`src/rtl/truth_table_sweeper.sv`:
```
// truth_table_sweeper: exhaustive-stimulus engine for a small combinational
// block with N_IN inputs and one output. It drives every input vector in
// order, holds each vector for DWELL cycles, samples the block's output on
// the last dwell cycle and builds a captured truth table. It also counts the
// ones it captured and compares the table against an expected one.
//
// Optional build macro: TTS_STOP_ON_FAIL_EN
//   defined   - the sweep ends at the first mismatching capture. vec_out stays
//               on the failing vector until FIN exits, and bits that were
//               never tested stay 0.
//   undefined - the full sweep always runs.
//
// Timing, with start accepted at edge E0:
//   - vector i is driven from E(i*DWELL) until E((i+1)*DWELL);
//   - vector i is captured at E((i+1)*DWELL);
//   - done is high in the cycle that follows the last capture edge (FIN);
//   - the FSM spends one IDLE cycle before it can accept the next start.
//
// state | meaning
// ------+-----------------------------------------------------------------
// IDLE  | waiting for start; results from the last sweep are held
// SWEEP | driving vectors, counting dwell cycles, capturing dut_out
// FIN   | done pulse cycle; vec_out returns to 0 on exit

module truth_table_sweeper #(
   parameter int N_IN  = 3,
   parameter int DWELL = 4
) (
   input  logic                  clk,
   input  logic                  rst_n,
   input  logic                  start,
   input  logic [(1<<N_IN)-1:0]  expect_tt,
   input  logic                  dut_out,
   output logic [N_IN-1:0]       vec_out,
   output logic                  busy,
   output logic                  done,
   output logic [(1<<N_IN)-1:0]  truth,
   output logic [N_IN:0]         ones_cnt,
   output logic                  mismatch,
   output logic [N_IN-1:0]       fail_idx
);

   localparam int              NV         = 1 << N_IN;
   localparam logic [7:0]      DWELL_LAST = 8'(DWELL - 1);
   localparam logic [N_IN-1:0] IDX_LAST   = {N_IN{1'b1}};

   typedef enum logic [1:0] {
      IDLE  = 2'd0,
      SWEEP = 2'd1,
      FIN   = 2'd2
   } state_t;

   state_t          state;
   logic [NV-1:0]   exp_tt;
   logic [7:0]      dwell_cnt;
   logic            exp_bit;
   logic            miss;
   logic            last_vec;
   logic            stop_now;

   // vec_out doubles as the vector index, so the expected bit comes straight
   // from the table that was latched at start.
   assign exp_bit  = exp_tt[vec_out];
   assign miss     = dut_out != exp_bit;
   assign last_vec = vec_out == IDX_LAST;

`ifdef TTS_STOP_ON_FAIL_EN
   // The first mismatch ends the sweep. The mismatch flag cannot already be
   // set here, because any earlier miss would have stopped the sweep.
   assign stop_now = last_vec | miss;
`else
   assign stop_now = last_vec;
`endif

   // Sequencer: start handshake, vector stepping, capture/compare and done pulse
   always_ff @(posedge clk or negedge rst_n) begin
      if (!rst_n) begin
         state     <= IDLE;
         exp_tt    <= '0;
         dwell_cnt <= '0;
         vec_out   <= '0;
         busy      <= 1'b0;
         done      <= 1'b0;
         truth     <= '0;
         ones_cnt  <= '0;
         mismatch  <= 1'b0;
         fail_idx  <= '0;
      end else begin
         case (state)
            IDLE: begin
               done <= 1'b0;
               if (start) begin
                  state     <= SWEEP;
                  exp_tt    <= expect_tt;
                  truth     <= '0;
                  ones_cnt  <= '0;
                  mismatch  <= 1'b0;
                  fail_idx  <= '0;
                  vec_out   <= '0;
                  dwell_cnt <= '0;
                  busy      <= 1'b1;
               end
            end

            SWEEP: begin
               if (dwell_cnt == DWELL_LAST) begin
                  truth[vec_out] <= dut_out;
                  ones_cnt       <= ones_cnt + {{N_IN{1'b0}}, dut_out};
                  if (miss && !mismatch) begin
                     mismatch <= 1'b1;
                     fail_idx <= vec_out;
                  end
                  if (stop_now) begin
                     // vec_out is frozen on the last captured vector through FIN
                     state <= FIN;
                     done  <= 1'b1;
                     busy  <= 1'b0;
                  end else begin
                     vec_out   <= vec_out + 1'b1;
                     dwell_cnt <= '0;
                  end
               end else begin
                  dwell_cnt <= dwell_cnt + 8'd1;
               end
            end

            FIN: begin
               done    <= 1'b0;
               vec_out <= '0;
               state   <= IDLE;
            end

            default: begin
               state <= IDLE;
               busy  <= 1'b0;
               done  <= 1'b0;
            end
         endcase
      end
   end

endmodule

```
`config.mk`:
```
export PLATFORM = sky130hd
export DESIGN_NAME = truth_table_sweeper
export DESIGN_NICKNAME = d
export VERILOG_FILES = /design/src/rtl/truth_table_sweeper.sv
export SDC_FILE = /design/constraint.sdc
export NUM_CORES = 1
export LEC_CHECK = 0
export ABC_AREA = 0
export ABC_CLOCK_PERIOD_IN_PS = 2500
export CORE_ASPECT_RATIO = 0.75
export CORE_MARGIN = 2
export CORE_UTILIZATION = 52
export DETAILED_ROUTE_END_ITERATION = 10
export GPL_TIMING_DRIVEN = 0
export PLACE_DENSITY_LB_ADDON = 0.2
export SYNTH_ARGS = -nofsm -noshare
export SYNTH_HDL_FRONTEND = slang
export SYNTH_SLANG_ARGS = --single-unit
```
`constraint.sdc`:
```
create_clock -name clk -period 2.5 [get_ports clk]
set_input_delay 0.75 -clock clk [delete_from_list [all_inputs] [get_ports clk]]
set_output_delay 0.75 -clock clk [all_outputs]
set_load 0.05 [all_outputs]
```
==> results.sh <==
export IMPL_post_cts_setup_buffer_count=0
export IMPL_cts_reportedPaths_clkPinSlew_ns=0.07
export IMPL_drive_gt1_share_pct=14.7
export IMPL_final_design_area_no_fill_um2=2410
export IMPL_dieArea_um2=4260
export IMPL_gp_congestion=0.836
export IMPL_cts_root_buffer_cell="clkbuf_8"
export IMPL_vias_per_cell=5.56
export IMPL_multi_input_area_um2=893
export IMPL_ys_seq_elements=39
export IMPL_start_util_pct=53.6
export IMPL_tritoncts="built"
export IMPL_antenna_violation_net_count_after_detailed_routing=0
export IMPL_detail_route_wirelength_mm=4.12
export IMPL_critical_path_endpoint_type="primary output"
export IMPL_n_fill_cell=299
export IMPL_register_area_um2=976
export IMPL_detail_route_wl_per_cell_um=14.5
export IMPL_critical_path_max_fanout=4
export IMPL_dp_hpwl_mm=3.02
export IMPL_finClkSkew_ns=0.00959
export IMPL_grt_antenna_before_repair=0
export IMPL_routed_via_count=1574
export IMPL_outcome="finished, final reports clean"
export IMPL_first_global_vias=1571
export IMPL_remaining_drc_errors=0
export IMPL_post_synth_num_cell_types=39
export IMPL_ff2ff_setup_slack_ns=0.34
export IMPL_cts_buffers_inserted=5
export IMPL_io_pin_count=33
export IMPL_timing_slew_headroom_pct=43.4
export IMPL_worst_path_buf_inv=1
export IMPL_detailedRoute_firstPassIterationCount=4
export IMPL_rows=19
export IMPL_die_h_um=57.0
export IMPL_critical_path_top_delay_family="buffers and inverters"
export IMPL_postPlaceCellArea_um2=2330
export IMPL_nNetsFinal=247
export IMPL_worst_hold_path_type="reg -> reg"
export IMPL_critPathArrivalTime_ns=1.51
export IMPL_synth_yosys_warnings=0
export IMPL_chipWidth_um=74.7
export IMPL_path_cells="clkdlybuf4s50_1"
export IMPL_unrepaired_setup_endpoints_after_global_routing="false"
export IMPL_clk_latency_ns=0.30
export IMPL_fin_setup_tns_ns=0
export IMPL_netlist_instances=191
export IMPL_htreeDepth=2
export IMPL_period_minus_slack_ns=2.26
export IMPL_number_of_enable_flip_flop_cells_after_synthesis=0
export IMPL_gr_usage_all_layers_pct=22.8
export IMPL_ir_worst_vdd_mv=0.637
export IMPL_final_hold_violation_count=0
export IMPL_fmaxAchievable_mhz=442
export IMPL_critPathRequiredTime_ns=1.75
export IMPL_cts_path_max_buffers=2
export IMPL_final_clock_period_utilization_by_the_worst_path_pct=90.4
export IMPL_drv_max_cap_violation_count=0
export IMPL_clkSinkCount=39
export IMPL_critical_path_slowest_cell="clkdlybuf4s50_1"
export IMPL_total_leakage_power_nw=1.02
export IMPL_synthesis_area_um2=1950
export IMPL_synth_top_flop_cell="dfrtp_1"
export IMPL_wire_length_of_the_first_global_routing_pass_mm=7.25
export IMPL_gr_total_overflow=0
export IMPL_portBuffers=32
export IMPL_ys_seq_area_share_pct=50.1
export IMPL_syn_area_per_cell_um2=10.2
export IMPL_slowest_delay_ns=0.82
export IMPL_timing_setup_critical_path_class="reg -> out"
export IMPL_worst_slew_pin_transition_ns=0.849
export IMPL_areaGrowthSynthToFinish_pct=23.8
export IMPL_drt_iter0_drc=93
export IMPL_post_synth_net_total=208
export IMPL_final_instance_count_excl_fill=283
export IMPL_floorplan_core_area_um2=3640
export IMPL_grt_start_max_net_pins=40
export IMPL_asyncSetResetFlopFracSynth_pct=100
export IMPL_insertedDiodeCount=0
export IMPL_finalMaxSlewViolations=0
export IMPL_power_density_nw_per_um2=1300
export IMPL_report_final_setup_viol=0
export IMPL_post_place_cells=275
export IMPL_worst_setup_path_start_kind="flip-flop"
[report_power, final]
group | switching (mW) | internal (mW) | total, mW
sequential | 0.170 | 0.862 | 1.03
combinational | 1.06 | 0.636 | 1.70
clock | 0.215 | 0.196 | 0.410
[flip-flops by register name, summed over array words and instances, names as in the netlist, 2 cells and up]
signal and count:
dwell_cnt 8, fail_idx 3, exp_tt 8, truth 8
ones_cnt 4, vec_out 3, state 2
[per-stage QoR]
step           worst slack, ns  power, mW  utilization, %  hold slack, ns
2_1_floorplan            0.428       2.24               -           0.454
3_5_place_dp            -0.148       2.73            64.1           0.497
6_report                 0.239       3.14            66.4           0.509
5_1_grt                  0.117       3.36            66.4           0.530
3_3_place_gp            -0.154       2.67            64.2           0.486
4_1_cts                  0.119       3.14            66.3           0.513
[cell families after synthesis]
kind of cell    share of synthesized area, %
compound gates                          16.4
xor+xnor                                1.80
fa+ha+maj                               3.21
buf+inv                                 4.24
flops                                   50.1
mux                                     7.96
simple gates                            16.3
[area by class of cell]
| cell class | instances | area share (%) |
|---|---|---|
| Sequential cell | 39 | 40.4 |
| Multi-Input combinational cell | 135 | 37.0 |
| Timing Repair Buffer | 32 | 13.1 |
| Clock buffer | 7 | 3.16 |
| Tap cell | 52 | 2.70 |
| Buffer | 8 | 2.02 |
| Inverter | 9 | 1.40 |
| Clock inverter | 1 | 0.207 |
[synth_stat cells (all sizes together), types with 2 or more instances]
master	number	area share, %
nand4	2	0.64
nor2	16	3.2
inv	9	1.7
o41ai	4	1.8
xor2	3	1.3
a31oi	6	2.2
o21ai	27	6.9
ha	5	3.2
nor2b	4	1.3
nand2b	5	1.6
o22ai	3	0.96
mux2	12	6.9
mux2i	2	1.0
nand3	4	1.0
nor3	4	1.9
nand2	19	3.7
dfrtp	39	50
a21oi	3	0.96
and3	2	0.64
buf	5	1.9
clkbuf	3	0.58
o2bb2ai	4	1.8
[timing repair]
| item | CTS | global route |
|---|---|---|
| endpoints found under the setup margin | 0 | 2 |
| resized for setup | 0 | 1 |
| hold buffers | 0 | 0 |
| endpoints found under the hold margin | 0 | 0 |
[per-layer routing]
metal	vias up	global-route usage, %	wire length, um
met5	-	0	0
met4	0	7.91	74
met3	7	7.60	249
met2	56	32.7	1860
met1	753	32.6	1930
li1	758	-	-
[path summary, 6_finish.rpt]
check | endpoint | cells past startpoint | start
max | ones_cnt[1] | 1 | ones_cnt[1]$_DFFE_PN0P_
min | fail_idx[1]$_DFFE_PN0P_ | 2 | fail_idx[1]$_DFFE_PN0P_
max reg2reg | dwell_cnt[3]$_DFFE_PN0P_ | 6 | dwell_cnt[0]$_DFFE_PN0P_
min reg2reg | fail_idx[1]$_DFFE_PN0P_ | 2 | fail_idx[1]$_DFFE_PN0P_
max in group asynchronous | truth[4]$_DFFE_PN0P_ | 1 | rst_n
min in group asynchronous | ones_cnt[3]$_DFFE_PN0P_ | 1 | rst_n
[cell usage in the layout, fill, tap and decap left out, types with 9 or more instances in the layout]
cell | Yosys | final
dfrtp_1 | 39 | 39
clkdlybuf4s50_1 | 0 | 31
nand2_1 | 19 | 19
o21ai_0 | 17 | 17
nor2_1 | 15 | 15
mux2_2 | 12 | 12
o21ai_1 | 10 | 10
inv_1 | 9 | 9
No activity file was read; power rests on OpenSTA's default activity.
